==> src/rtl/mod_wb_arbiter_if.sv <==
// Writeback bus between the ALU/load requesters, the arbiter and the register file.
// The slave modport is the arbiter's view; the master modport is the requester/observer view.
interface mod_wb_arbiter_if #(
    parameter int DATA_W    = 64,
    parameter int NREGS     = 16,
    parameter int REG_IDX_W = 4
);
    logic                 alu_valid;
    logic                 alu_ready;
    logic                 alu_dual;
    logic [REG_IDX_W-1:0] alu_dst0;
    logic [DATA_W-1:0]    alu_data0;
    logic [REG_IDX_W-1:0] alu_dst1;
    logic [DATA_W-1:0]    alu_data1;
    logic                 mem_valid;
    logic                 mem_ready;
    logic [REG_IDX_W-1:0] mem_dst;
    logic [DATA_W-1:0]    mem_data;
    logic                 rf_we;
    logic [REG_IDX_W-1:0] rf_waddr;
    logic [DATA_W-1:0]    rf_wdata;
    logic [NREGS-1:0]     busy_mask;
    logic                 wb_done;

    modport slave (
        input  alu_valid, alu_dual, alu_dst0, alu_data0, alu_dst1, alu_data1,
        input  mem_valid, mem_dst, mem_data,
        output alu_ready, mem_ready, rf_we, rf_waddr, rf_wdata, busy_mask, wb_done
    );

    modport master (
        output alu_valid, alu_dual, alu_dst0, alu_data0, alu_dst1, alu_data1,
        output mem_valid, mem_dst, mem_data,
        input  alu_ready, mem_ready, rf_we, rf_waddr, rf_wdata, busy_mask, wb_done
    );
endinterface

==> src/rtl/mod_wb_arbiter.sv <==
// Single-port register-file writeback sequencer: round-robin between ALU and load results,
// splitting dual-destination ALU results into two back-to-back writes.
module mod_wb_arbiter #(
    parameter int DATA_W    = 64,
    parameter int NREGS     = 16,
    parameter int REG_IDX_W = 4
) (
    input  logic               clk,
    input  logic               reset,
    mod_wb_arbiter_if.slave    bus
);
    typedef enum logic [1:0] {IDLE = 2'd0, WRITE0 = 2'd1, WRITE1 = 2'd2} state_t;
    localparam logic RR_MEM = 1'b0;
    localparam logic RR_ALU = 1'b1;

    state_t               r_state, w_state_nxt;
    logic                 r_rr_last;
    logic                 r_dual;
    logic [REG_IDX_W-1:0] r_dst1;
    logic [DATA_W-1:0]    r_data1;
    logic [REG_IDX_W-1:0] r_waddr;
    logic [DATA_W-1:0]    r_wdata;
    logic [NREGS-1:0]     r_busy, w_busy_nxt;
    logic                 w_can_accept, w_we, w_done;
    logic                 w_grant_alu, w_grant_mem, w_acc_alu, w_acc_mem;

    // Contention goes to whichever side was not granted last.
    assign w_grant_alu = bus.alu_valid & (~bus.mem_valid | (r_rr_last == RR_MEM));
    assign w_grant_mem = bus.mem_valid & (~bus.alu_valid | (r_rr_last == RR_ALU));
    assign w_acc_alu   = reset & w_can_accept & w_grant_alu;
    assign w_acc_mem   = reset & w_can_accept & w_grant_mem;

    always_ff @(posedge clk) begin
        if (!reset) r_state <= IDLE;
        else        r_state <= w_state_nxt;
    end

    always_comb begin
        w_state_nxt = IDLE;
        if (w_acc_alu | w_acc_mem)         w_state_nxt = WRITE0;
        else if (r_state == WRITE0 && r_dual) w_state_nxt = WRITE1;
    end

    always_comb begin
        w_can_accept = 1'b0;
        w_we         = 1'b0;
        w_done       = 1'b0;
        case (r_state)
            IDLE:   w_can_accept = 1'b1;
            WRITE0: begin
                w_we         = 1'b1;
                w_can_accept = ~r_dual;
                w_done       = ~r_dual;
            end
            WRITE1: begin
                w_we         = 1'b1;
                w_can_accept = 1'b1;
                w_done       = 1'b1;
            end
            default: ;
        endcase
    end

    // The first write of a same-register dual keeps the bit busy until the second lands.
    always_comb begin
        w_busy_nxt = r_busy;
        if (w_we && !(r_state == WRITE0 && r_dual && r_dst1 == r_waddr))
            w_busy_nxt[r_waddr] = 1'b0;
        if (w_acc_alu) begin
            w_busy_nxt[bus.alu_dst0] = 1'b1;
            if (bus.alu_dual) w_busy_nxt[bus.alu_dst1] = 1'b1;
        end
        if (w_acc_mem) w_busy_nxt[bus.mem_dst] = 1'b1;
    end

    always_ff @(posedge clk) begin
        if (!reset) begin
            r_rr_last <= RR_MEM;
            r_dual    <= 1'b0;
            r_dst1    <= '0;
            r_data1   <= '0;
            r_waddr   <= '0;
            r_wdata   <= '0;
            r_busy    <= '0;
        end else begin
            r_busy <= w_busy_nxt;
            if (w_acc_alu) begin
                r_rr_last <= RR_ALU;
                r_waddr   <= bus.alu_dst0;
                r_wdata   <= bus.alu_data0;
                r_dual    <= bus.alu_dual;
                r_dst1    <= bus.alu_dst1;
                r_data1   <= bus.alu_data1;
            end else if (w_acc_mem) begin
                r_rr_last <= RR_MEM;
                r_waddr   <= bus.mem_dst;
                r_wdata   <= bus.mem_data;
                r_dual    <= 1'b0;
            end else if (r_state == WRITE0 && r_dual) begin
                r_waddr   <= r_dst1;
                r_wdata   <= r_data1;
            end
        end
    end

    assign bus.alu_ready = w_acc_alu;
    assign bus.mem_ready = w_acc_mem;
    assign bus.rf_we     = w_we;
    assign bus.rf_waddr  = r_waddr;
    assign bus.rf_wdata  = r_wdata;
    assign bus.busy_mask = r_busy;
    assign bus.wb_done   = w_done;
endmodule

==> src/flat_wrapper.sv <==
// flat-port wrapper written by rule: the top's interface ports become plain ports
module mod_wb_arbiter_flat 
#(
    parameter int DATA_W    = 64,
    parameter int NREGS     = 16,
    parameter int REG_IDX_W = 4
)
  (clk, reset, bus_alu_valid, bus_alu_dual, bus_alu_dst0, bus_alu_data0, bus_alu_dst1, bus_alu_data1, bus_mem_valid, bus_mem_dst, bus_mem_data, bus_alu_ready, bus_mem_ready, bus_rf_we, bus_rf_waddr, bus_rf_wdata, bus_busy_mask, bus_wb_done);
  mod_wb_arbiter_if #(.DATA_W(DATA_W), .NREGS(NREGS), .REG_IDX_W(REG_IDX_W)) bus_i ();
  input  logic clk;
  input  logic reset;
  input wire logic [$bits(bus_i.alu_valid)-1:0] bus_alu_valid;
  input wire logic [$bits(bus_i.alu_dual)-1:0] bus_alu_dual;
  input wire logic [$bits(bus_i.alu_dst0)-1:0] bus_alu_dst0;
  input wire logic [$bits(bus_i.alu_data0)-1:0] bus_alu_data0;
  input wire logic [$bits(bus_i.alu_dst1)-1:0] bus_alu_dst1;
  input wire logic [$bits(bus_i.alu_data1)-1:0] bus_alu_data1;
  input wire logic [$bits(bus_i.mem_valid)-1:0] bus_mem_valid;
  input wire logic [$bits(bus_i.mem_dst)-1:0] bus_mem_dst;
  input wire logic [$bits(bus_i.mem_data)-1:0] bus_mem_data;
  output wire logic [$bits(bus_i.alu_ready)-1:0] bus_alu_ready;
  output wire logic [$bits(bus_i.mem_ready)-1:0] bus_mem_ready;
  output wire logic [$bits(bus_i.rf_we)-1:0] bus_rf_we;
  output wire logic [$bits(bus_i.rf_waddr)-1:0] bus_rf_waddr;
  output wire logic [$bits(bus_i.rf_wdata)-1:0] bus_rf_wdata;
  output wire logic [$bits(bus_i.busy_mask)-1:0] bus_busy_mask;
  output wire logic [$bits(bus_i.wb_done)-1:0] bus_wb_done;
  assign bus_i.alu_valid = bus_alu_valid;
  assign bus_i.alu_dual = bus_alu_dual;
  assign bus_i.alu_dst0 = bus_alu_dst0;
  assign bus_i.alu_data0 = bus_alu_data0;
  assign bus_i.alu_dst1 = bus_alu_dst1;
  assign bus_i.alu_data1 = bus_alu_data1;
  assign bus_i.mem_valid = bus_mem_valid;
  assign bus_i.mem_dst = bus_mem_dst;
  assign bus_i.mem_data = bus_mem_data;
  assign bus_alu_ready = bus_i.alu_ready;
  assign bus_mem_ready = bus_i.mem_ready;
  assign bus_rf_we = bus_i.rf_we;
  assign bus_rf_waddr = bus_i.rf_waddr;
  assign bus_rf_wdata = bus_i.rf_wdata;
  assign bus_busy_mask = bus_i.busy_mask;
  assign bus_wb_done = bus_i.wb_done;
  mod_wb_arbiter #(.DATA_W(DATA_W), .NREGS(NREGS), .REG_IDX_W(REG_IDX_W)) u_core (.clk(clk), .reset(reset), .bus(bus_i));
endmodule
==> config.mk <==
export PLATFORM = sky130hd
export DESIGN_NAME = mod_wb_arbiter_flat
export DESIGN_NICKNAME = d
export VERILOG_FILES = /design/src/rtl/mod_wb_arbiter_if.sv /design/src/rtl/mod_wb_arbiter.sv /design/src/flat_wrapper.sv
export SDC_FILE = /design/constraint.sdc
export NUM_CORES = 1
export LEC_CHECK = 0
export CORE_MARGIN = 1.5
export CORE_UTILIZATION = 40
export DETAILED_ROUTE_END_ITERATION = 16
export PLACE_DENSITY = 0.77
export SYNTH_ARGS = -nofsm -noshare
export SYNTH_HDL_FRONTEND = slang
export SYNTH_SLANG_ARGS = --single-unit
==> constraint.sdc <==
create_clock -name clk -period 2.1 [get_ports clk]
set_clock_uncertainty 0.1 [all_clocks]
set_input_delay 0.63 -clock clk [delete_from_list [all_inputs] [get_ports clk]]
set_output_delay 0.63 -clock clk [all_outputs]
set_load 0.01 [all_outputs]
=== Word level (Yosys, flattened, before mapping) ===
Index checks and enable logic that the tools add are counted.

* Register bits: 156
* Logic and storage cells: 78
* Output and inout bits: 88
* Latch bits: 0
* Bits in read-only memories: 0
* Memories: 0
* Memory bits (writable): 0

* Order comparisons: 8
* Reductions and logical operators: 14
* Bitwise operators: 18
* Equal/unequal tests: 3
* Add/subtract/negate cells: 0
* $mul: 0
* Shift-type cells: 0
* Multiplexer cells: 26
* Div/mod/pow operators: 0

{| class="wikitable"
|+ Operators by type and width
! cell !! count
|-
| $mux 64 || 3
|-
| $mux 16 || 4
|-
| $or 16x16->16 || 3
|-
| $lt 4x5->1 const B || 4
|-
| $and 16x16->16 || 1
|-
| $demux 1 s4 || 4
|-
| $ge 4x1->1 const B || 4
|-
| $not 16->16 || 1
|-
| $mux 4 || 3
|-
| $mux 1 || 9
|-
| $logic_and 1x1->1 || 7
|-
| $reduce_or 2->1 || 3
|-
| $and 1x1->1 || 5
|-
| $not 1->1 || 5
|-
| $eq 4x4->1 || 1
|-
| $pmux 1 s2 || 2
|-
| $or 1x1->1 || 3
|-
| $reduce_bool 3->1 || 1
|-
| $eq 2x1->1 const B || 1
|-
| $eq 2x2->1 const B || 1
|-
| $logic_not 2->1 || 1
|-
| $mux 2 || 1
|-
| $reduce_bool 2->1 || 1
|-
| $logic_not 1->1 || 1
|}

=== Longest topological paths before layout ===
Gate-level depths: netlist of run 1.

* Word-level depth: 13
* Depth in mapped cells: 9
* Gate-level depth less buffers: 8

=== Worst setup path after synthesis of run 1 ===
No wires, ideal clock.

* Path type: input -> output
* From: input bus_alu_valid
* To: output bus_alu_ready
* Setup slack: -0.122 ns
* Data arrival time: 1.492 ns
* Data required time: 1.370 ns
* Stages: 6
* Cells stage by stage: buf_4 > a21boi_2 > o211ai_4 > inv_2 > buf_4 > buf_2

* Cells in the longest elaborated chain, start to end: 2

{| class="wikitable"
|+ RTL lines
! item !! line !! text
|-
| start: declaration || flat_wrapper.sv:12 || <nowiki>input wire logic [$bits(bus_i.alu_valid)-1:0] bus_alu_valid;</nowiki>
|-
| $and 1x1->1 || mod_wb_arbiter.sv:28 || <nowiki>assign w_grant_alu = bus.alu_valid & (~bus.mem_valid | (r_rr_last == RR_MEM));</nowiki>
|-
| $and 1x1->1 || mod_wb_arbiter.sv:30 || <nowiki>assign w_acc_alu = reset & w_can_accept & w_grant_alu;</nowiki>
|-
| end: declaration || flat_wrapper.sv:21 || <nowiki>output wire logic [$bits(bus_i.alu_ready)-1:0] bus_alu_ready;</nowiki>
|}

No other way between the ends.

=== Worst setup path after layout of run 1 ===
* From: register u_core.r_state[0]
* To: output bus_mem_ready

* Cells in the longest elaborated chain, start to end: 5

{| class="wikitable"
|+ RTL lines
! item !! line !! text
|-
| start: declaration || mod_wb_arbiter.sv:16 || <nowiki>state_t r_state, w_state_nxt;</nowiki>
|-
| start signal: assignment || mod_wb_arbiter.sv:35 || <nowiki>else r_state <= w_state_nxt;</nowiki>
|-
| $eq 2x2->1 / $logic_not 2->1 (equally long branches) || mod_wb_arbiter.sv:48 || <nowiki>case (r_state)</nowiki>
|-
| $reduce_or 2->1 (no source line) || -- ||
|-
| $pmux 1 s2 * || mod_wb_arbiter.sv:48 ||
|-
| $and 1x1->1 * (2 in a row) || mod_wb_arbiter.sv:31 || <nowiki>assign w_acc_mem = reset & w_can_accept & w_grant_mem;</nowiki>
|-
| end: declaration || flat_wrapper.sv:22 || <nowiki>output wire logic [$bits(bus_i.mem_ready)-1:0] bus_mem_ready;</nowiki>
|}

Mark *: on every way between the ends. The rest lies on a longest branch, timed or not.

==> results of run 1 <==
-- cells by family (layout without fill, tap and decap cells) --
family                     after synthesis  count (layout)  synth area share (%)
and+or+nand+nor                        331             331                  19.6
AOI/OAI and AO/OA                      280             280                  25.2
DFF                                    156             156                  40.1
buffers and inverters                   89             402                  5.49
muxes                                   67              67                  8.62
adders and majority gates                4               4                 0.642
xor gates and xnor gates                 3               3                 0.337
-- per-layer routing --
metal  track usage, %  up-vias  routed length [µm]
met5                0        -                  13
met4             8.68        2                 680
met3             6.73       51                2160
met2             43.5      319               13500
met1             31.8     3849               11700
li1                 -     3912                   -
-- flip-flops by register name, summed over array words and instances (netlist names) --
signal	count
u_core.r_dst1	4
u_core.r_rr_last	1
u_core.bus.rf_wdata	64
u_core.bus.rf_waddr	4
u_core.bus.busy_mask	16
u_core.r_data1	64
u_core.r_dual	1
u_core.r_state	2
-- worst max-delay path, stage by stage (launching register included) --
cell and delay (ps):
dfxtp_2 350, inv_2 50, ha_2 160, or2_4 270, o21ai_4 180, nor2_2 70, buf_2 140
-- stage by stage --
step | cells | setup slack [ps]
floorplan | 930 | 1.51
global placement | 1457 | -752
detailed placement | 1457 | -750
CTS | 1491 | -277
global route | 1503 | -327
finish | 1503 | -282
-- cell usage in the layout, fill, tap and decap left out, drive strengths merged, types with 3 or more instances in the layout --
cell type and count:
clkdlybuf4s50 267, dfxtp 156, nand2 151, a21oi 83, o22ai 80, nor2 73, buf 68, and2 67
o211a 67, mux2i 66, clkbuf 22, o21ai 20, inv 14, dlymetal6s2s 13, dlygate4sd2 10, nand2b 9
nand3 7, a22oi 7, nor3 6, o32ai 4, ha 4, xnor2 3, a22o 3, clkinvlp 3
nor2b 3, clkinv 3
-- final timing paths --
check / end / slack (ps)
setup / recovery: bus_mem_ready / -280
hold / removal: u_core.r_data1[2] / 360
hold reg to reg: u_core.r_data1[2] / 360
setup reg to reg: u_core.bus.busy_mask[2] / -140
-- where the power goes --
part	internal, mW	total, mW	switching [mW]
clock	1.68	3.06	1.39
combinational	1.09	1.97	0.882
sequential	3.17	3.29	0.123
-- area by class of cell --
cell class              instances  area (µm²)
fillers                      1639        6750
multi-input cells             685        4300
repair buffers                364        3790
flip-flops and latches        156        3130
clock buffers                  17         425
well taps                     260         325
clock inverters                14         155
inverters                       7        26.3
-- timing repair --
| item | in CTS | in global routing |
|---|---|---|
| setup buffers | 2 | 6 |
| pin swaps | 2 | 1 |
| gates cloned | 1 | 6 |
| setup endpoints to repair | 166 | 158 |
| resized for setup | 48 | 19 |
==> impl_summary.md, run 1 <==
Status
The flow ran to the end, but the final reports show violations. The checks that failed: setup timing.

Placed design
The half-perimeter wire length of the detailed placement result is 18400 µm. The weighted congestion reported at the end of routability-driven placement is ~0.87. The instance area after placement is about 0.011 mm². The count of buffers added on input and output ports is around 300.

Logic synthesis
The gate count after technology mapping is between 900 and 1000. Ranked by instance count, the synthesized netlist is headed by 156 x dfxtp_1, 151 x nand2_1, 83 x a21oi_1, 80 x o22ai_1, 73 x nor2_1. The cell area that synthesis handed to floorplanning was between 0.007 and 0.008 mm².

dfxtp_1 is the most common cell in the netlist. The register bit count reported by yosys is about 160. The number of nets handed over by synthesis was around 1100. After synthesis, the mean cell area works out to between 8 and 9 µm².

The register area share after synthesis is 40.1%. The proportion of register bits with asynchronous set or reset after synthesis is 0%. During synthesis, Yosys emitted a total of 0 warnings. The count of flip-flops with a built-in enable after synthesis is 0.

The share of the synthesized area in the top cell type is between 40% and 50%. The most used flip-flop cell after synthesis is dfxtp_1. The cell type with the highest aggregate area in the netlist is dfxtp_1. In this run, distinct cell masters in the synthesized netlist total 52. In the post-synthesis netlist, the biggest area contributors are dfxtp_1 40%, o211a_1 8.6%, mux2i_1 8.5%.

STA
The final count of hold timing violations is 0. At the pin with the least slew margin, the transition time is between 900 and 1000 ps. Hold is met by approximately 360 ps.

The total of endpoints with negative setup slack in the final report is ~110. The portion of the clock cycle consumed by the worst path in the final layout is 113%. The number of max-slew violations in the final report is 0. The shortest clock period the worst path allows after layout is 2380 ps. Setup repair after global routing could not meet its margin everywhere.

The relative slew slack is between 30% and 40%. The top achievable clock speed is roughly 0.42 GHz. The setup TNS after final layout is -4300 ps. Once routing completed, OpenROAD measured the worst setup slack at -282 ps.

GRT
The via count of the first global-routing pass came to between 7000 and 8000. The initial antenna violation count is 1. After global routing the overflow that remains totals 0. The global-route wire length before repair is approximately 40000 µm. Across every metal layer, demand over resource in global routing totals approximately 26%. Entering global routing, the biggest net connects 76 pins.

Floorplan
The number of core rows is 50. The height of the chip is around 140 µm. For this configuration, the core starts out at a cell density of about two fifths. The die covers 0.0203 mm². The standard cell core area is 0.0189 mm².

Pin placement for this block handled between 200 and 300 I/O pins. The die width is around 140 µm.

Clock tree
The root buffer selected by CTS is clkbuf_16. The number of CTS-inserted buffers is 17. The maximum count of clock buffers along a single path is 2. The clock-pin slew reported for the worst setup and hold paths after clock tree synthesis is roughly 60 ps.

The cts-stage hold buffer count is 0. Clock tree synthesis found a total of 156 sinks. TritonCTS built the clock tree.

The clock latency reported for the late side of the worst-skew pair is approximately 420 ps. The H-tree was split into 4 levels.

Worst setup path
The maximum fanout along the worst path is 3. The startpoint identified for the worst register-to-register timing path is u_core.r_state[0]. The required time at the endpoint of the critical path is around 1400 ps. At the worst endpoint, the arrival time is 1650 ps. The kind of launch point of the worst setup path is a flop. The worst setup path is of the reg -> out kind.

The worst setup path is captured at a primary output. The depth of the worst register-to-register path is 8. The most critical setup path has its startpoint at u_core.r_state[0].

Finish
The share of cells above drive strength 1 is 10.5%. The share of the core filled with cells in the final layout is between 60% and 70%. The area growth from synthesis to layout is 55.7%. The post-layout net count is 1444. Summing all non-filler instances in the final layout gives an area of between 0.01 and 0.015 mm².

The final antenna diode count is 0.

Detailed routing
In the routed layout, each cell is associated on average with a via count of between 5 and 6. The routed wire length per instance is approximately 19 µm. The final wirelength is between 20000 and 30000 µm. In this run the remaining antenna-violating nets after routing total 0. The remaining routing DRC violations is 0.

The routed layout has 8133 vias. The count of routing violations after the opening detailed-route iteration is between 500 and 600. The first-pass detailed-route iteration total is 5.

Worst hold path
Counting instances, the worst hold path has a depth of 2. The min-delay analysis places its worst path in the category reg -> reg. The start point of the worst min-delay path is u_core.r_data1[2].

Power and ir drop
IR analysis of the VDD net gives a maximum drop of around 0.00054 V. In this run the static leakage power is approximately 5.7 nW. The design draws 8.33 mW. The cell area power density is slightly below 700 mW/mm².

Run
The number of max-cap violations is 0.
Note: power is estimated with default switching activity, not from simulation.
==> inputs of run 2 (changes only) <==
--- a/config.mk
+++ b/config.mk
@@ -9,6 +9,7 @@
 export CORE_UTILIZATION = 40
 export DETAILED_ROUTE_END_ITERATION = 16
 export PLACE_DENSITY = 0.77
+export SKIP_CTS_REPAIR_TIMING = 1
 export SYNTH_ARGS = -nofsm -noshare
 export SYNTH_HDL_FRONTEND = slang
 export SYNTH_SLANG_ARGS = --single-unit
==> impl_summary.md, run 2 (synthesis gave the netlist of run 1 again) <==
Finish
The post-layout net count is 1436 (was 1444). Most frequent cells in the layout: 268 x clkdlybuf4s50_1, 151 x dfxtp_1, 150 x nand2_1, 83 x a21oi_1, 80 x o22ai_1 (was 267 x clkdlybuf4s50_1, 153 x dfxtp_1, 150 x nand2_1, 83 x a21oi_1, 80 x o22ai_1). The share of the core filled with cells in the final layout is 64.1% (was 64.3%). The most common library cell in the layout ignoring fill and taps is clkdlybuf4s50_1 (unchanged). The share of cells above drive strength 1 is 10.0% (was 10.5%). The cell area after layout is 0.0121 mm² (about the same).

The layout-stage area growth over the synthesis result is 55.5% (was 55.7%).

GRT
The total routing usage reported by global routing is 25.4% (was 25.8%). The global-route wire length before repair came to 40400 µm (was 40800 µm). The initial antenna violation count is 2 (was 1). The leftover overflow at the end of global routing came to 0 (unchanged). The via count of the first global-routing pass is 7534 (was 7555). The pin count of the biggest net entering global routing is 84 (was 76).

Clock tree
The clock tree from TritonCTS is built (unchanged). The clock latency reported for the late side of the worst-skew pair is 420 ps (about the same). The total number of H-tree levels is 4 (unchanged). The clock-pin slew reported for the worst setup and hold paths after clock tree synthesis came to 60 ps (about the same). The maximum count of clock buffers along a single path is 2 (unchanged). The number of CTS-inserted buffers was 17 (unchanged). The root buffer selected by CTS is clkbuf_16 (unchanged). The total clock sinks is 156 (unchanged).

Power and ir drop
The maximum resistive drop on vdd is 0.000600 V (was 0.000538 V). The switching fraction of total power is 28.6% (was 28.7%). The net switching power of the design is 2.37 mW (was 2.39 mW). The cell area power density is 684 mW/mm² (was 686 mW/mm²). The overall power after layout was 8.29 mW (was 8.33 mW). The portion of total power attributed to combinational logic came to 23.4% (was 23.7%). The sequential fraction of design power is 39.8% (was 39.5%).

The leakage power total is 5.78 nW (was 5.72 nW). The total internal power is 5.91 mW (was 5.94 mW). The clock network fraction of design power is 36.9% (was 36.8%).

Detailed routing
The remaining routing DRC violations was 0 (unchanged). The count of routing violations after the opening detailed-route iteration came to 496 (was 510). The final wirelength is 27400 µm (was 28000 µm). The average vias per placed instance is 5.41 (about the same). The via count is 8098 (was 8133). The remaining number of nets flagged by the antenna check after routing came to 0 (unchanged). The routed wire length per instance was 18.3 µm (was 18.6 µm). The first-pass detailed-route iteration total is 5 (unchanged).

STA
The actual slew at the worst max-slew pin is 911 ps (was 908 ps). The final hold slack is 358 ps (was 356 ps). RSZ-0062 raised after global routing: yes (unchanged).

The top achievable clock speed was 0.418 GHz (was 0.420 GHz). The total of endpoints with negative setup slack in the final report is 63 (was 113). The portion of the clock cycle consumed by the worst path in the final layout came to 114% (was 113%). The number of max-slew violations in the final report is 0 (unchanged). The relative slew slack is 39.3% (was 39.4%).

The final count of hold timing violations is 0 (unchanged). The shortest clock period the worst path allows after layout is 2390 ps (was 2380 ps). The setup TNS after final layout is -3430 ps (was -4300 ps). The final worst-path setup slack was -290 ps (was -282 ps).

Worst hold path
The class of the tightest hold or removal check is reg -> reg (unchanged).

Placed design
The instance area after placement is 0.0112 mm² (unchanged). The half-perimeter wire length of the detailed placement result is 18400 µm (unchanged). The weighted congestion reported at the end of routability-driven placement came to 0.874 (unchanged). The number of buffers inserted by port buffering was 296 (unchanged).

Floorplan
The height of the chip came to 143 µm (unchanged). The starting density of the core is 41.3% (unchanged). The die width is 143 µm (unchanged). The standard cell core area came to 0.0189 mm² (unchanged). The die area is 0.0203 mm² (unchanged). The number of core rows came to 50 (unchanged). The I/O pin total is 297 (unchanged).

Worst setup path
The required time at the endpoint of the critical path is 1370 ps (about the same). The maximum single-stage delay on the critical path is 380 ps (was 350 ps). The launching element of the worst setup path is u_core.r_state[1] (was u_core.r_state[0]). The slowest stage cell on the critical path is dfxtp_4 (was dfxtp_2). Sequence of cells on the critical path: inv_4 -> ha_4 -> or2_4 -> o21ai_4 -> nor2_2 -> buf_2 (was inv_2 -> ha_2 -> or2_4 -> o21ai_4 -> nor2_2 -> buf_2). The data arrival time of the critical path is 1660 ps (was 1650 ps). The timing endpoint of the critical path was bus_mem_ready (unchanged).

The slack of the worst reg-to-reg path is -130 ps (was -140 ps). The startpoint of the lowest-slack register-to-register path is u_core.r_state[1] (was u_core.r_state[0]). The critical path endpoint category is a primary output (unchanged). The kind of launch point of the worst setup path is a flop (unchanged). The path type of the worst setup path is reg -> out (unchanged). The depth of the worst register-to-register path is 8 (unchanged). The maximum fanout along the worst path is 3 (unchanged). The endpoint of the most critical register-to-register path is u_core.bus.busy_mask[2] (unchanged).

Run
The number of max-cap violations was 0 (unchanged).

Status
Outcome: complete, but fails checks (unchanged). Violations in the final reports: setup timing (unchanged).
run 2: worst min path at each step:
stage | start | to | slack [ps] | depth (start not counted)
6_report | u_core.r_data1[52] | u_core.r_data1[52] | 360 | 2
5_1_grt | u_core.r_data1[25] | u_core.r_data1[25] | 370 | 2
4_1_cts | u_core.r_data1[2] | u_core.r_data1[2] | 360 | 2
3_5_place_dp | u_core.r_data1[2] | u_core.r_data1[2] | 350 | 2
3_3_place_gp | u_core.r_data1[5] | u_core.r_data1[5] | 340 | 2
2_1_floorplan | u_core.r_data1[0] | u_core.r_data1[0] | 340 | 2
run 2: area by class of cell:
cell class                      count  area [µm²]
Fill cell                        1628        6780
Multi-Input combinational cell    685        4330
Timing Repair Buffer              356        3710
Sequential cell                   156        3130
Clock buffer                       17         425
Tap cell                          260         325
Clock inverter                     14         155
Inverter                            7        31.3
Antenna cell                        1        2.50
run 2: stage by stage:
stage               cells  setup slack [ps]
floorplan             930              1.51
global placement     1457              -752
detailed placement   1457              -750
CTS                  1488              -747
global route         1496              -348
finish               1496              -290
run 2: power by group through the flow:
stage               Clock, mW  Sequential, mW  Combinational [mW]
floorplan                   0            3.41               0.803
global placement            0            3.35                1.83
detailed placement          0            3.36                1.85
CTS                      3.10            3.29                1.86
global route             3.22            3.32                2.07
finish                   3.06            3.29                1.94
run 2: worst max-delay path: cells and delay by family (launching register included):
family,cells,cell delay [ps]
flip-flops,1,380
AND/OR/NAND/NOR,2,330
buffers and inverters,2,200
AO/OA/AOI/OAI,1,190
adder cells (fa/ha/maj),1,140
run 2: per-layer routing:
layer	GRT usage, %	vias up	part of all wire [%]
li1	-	3899	-
met1	31.5	3825	41
met2	42.6	324	49
met3	6.70	48	7.4
met4	8.90	2	2.5
met5	0	-	0.047
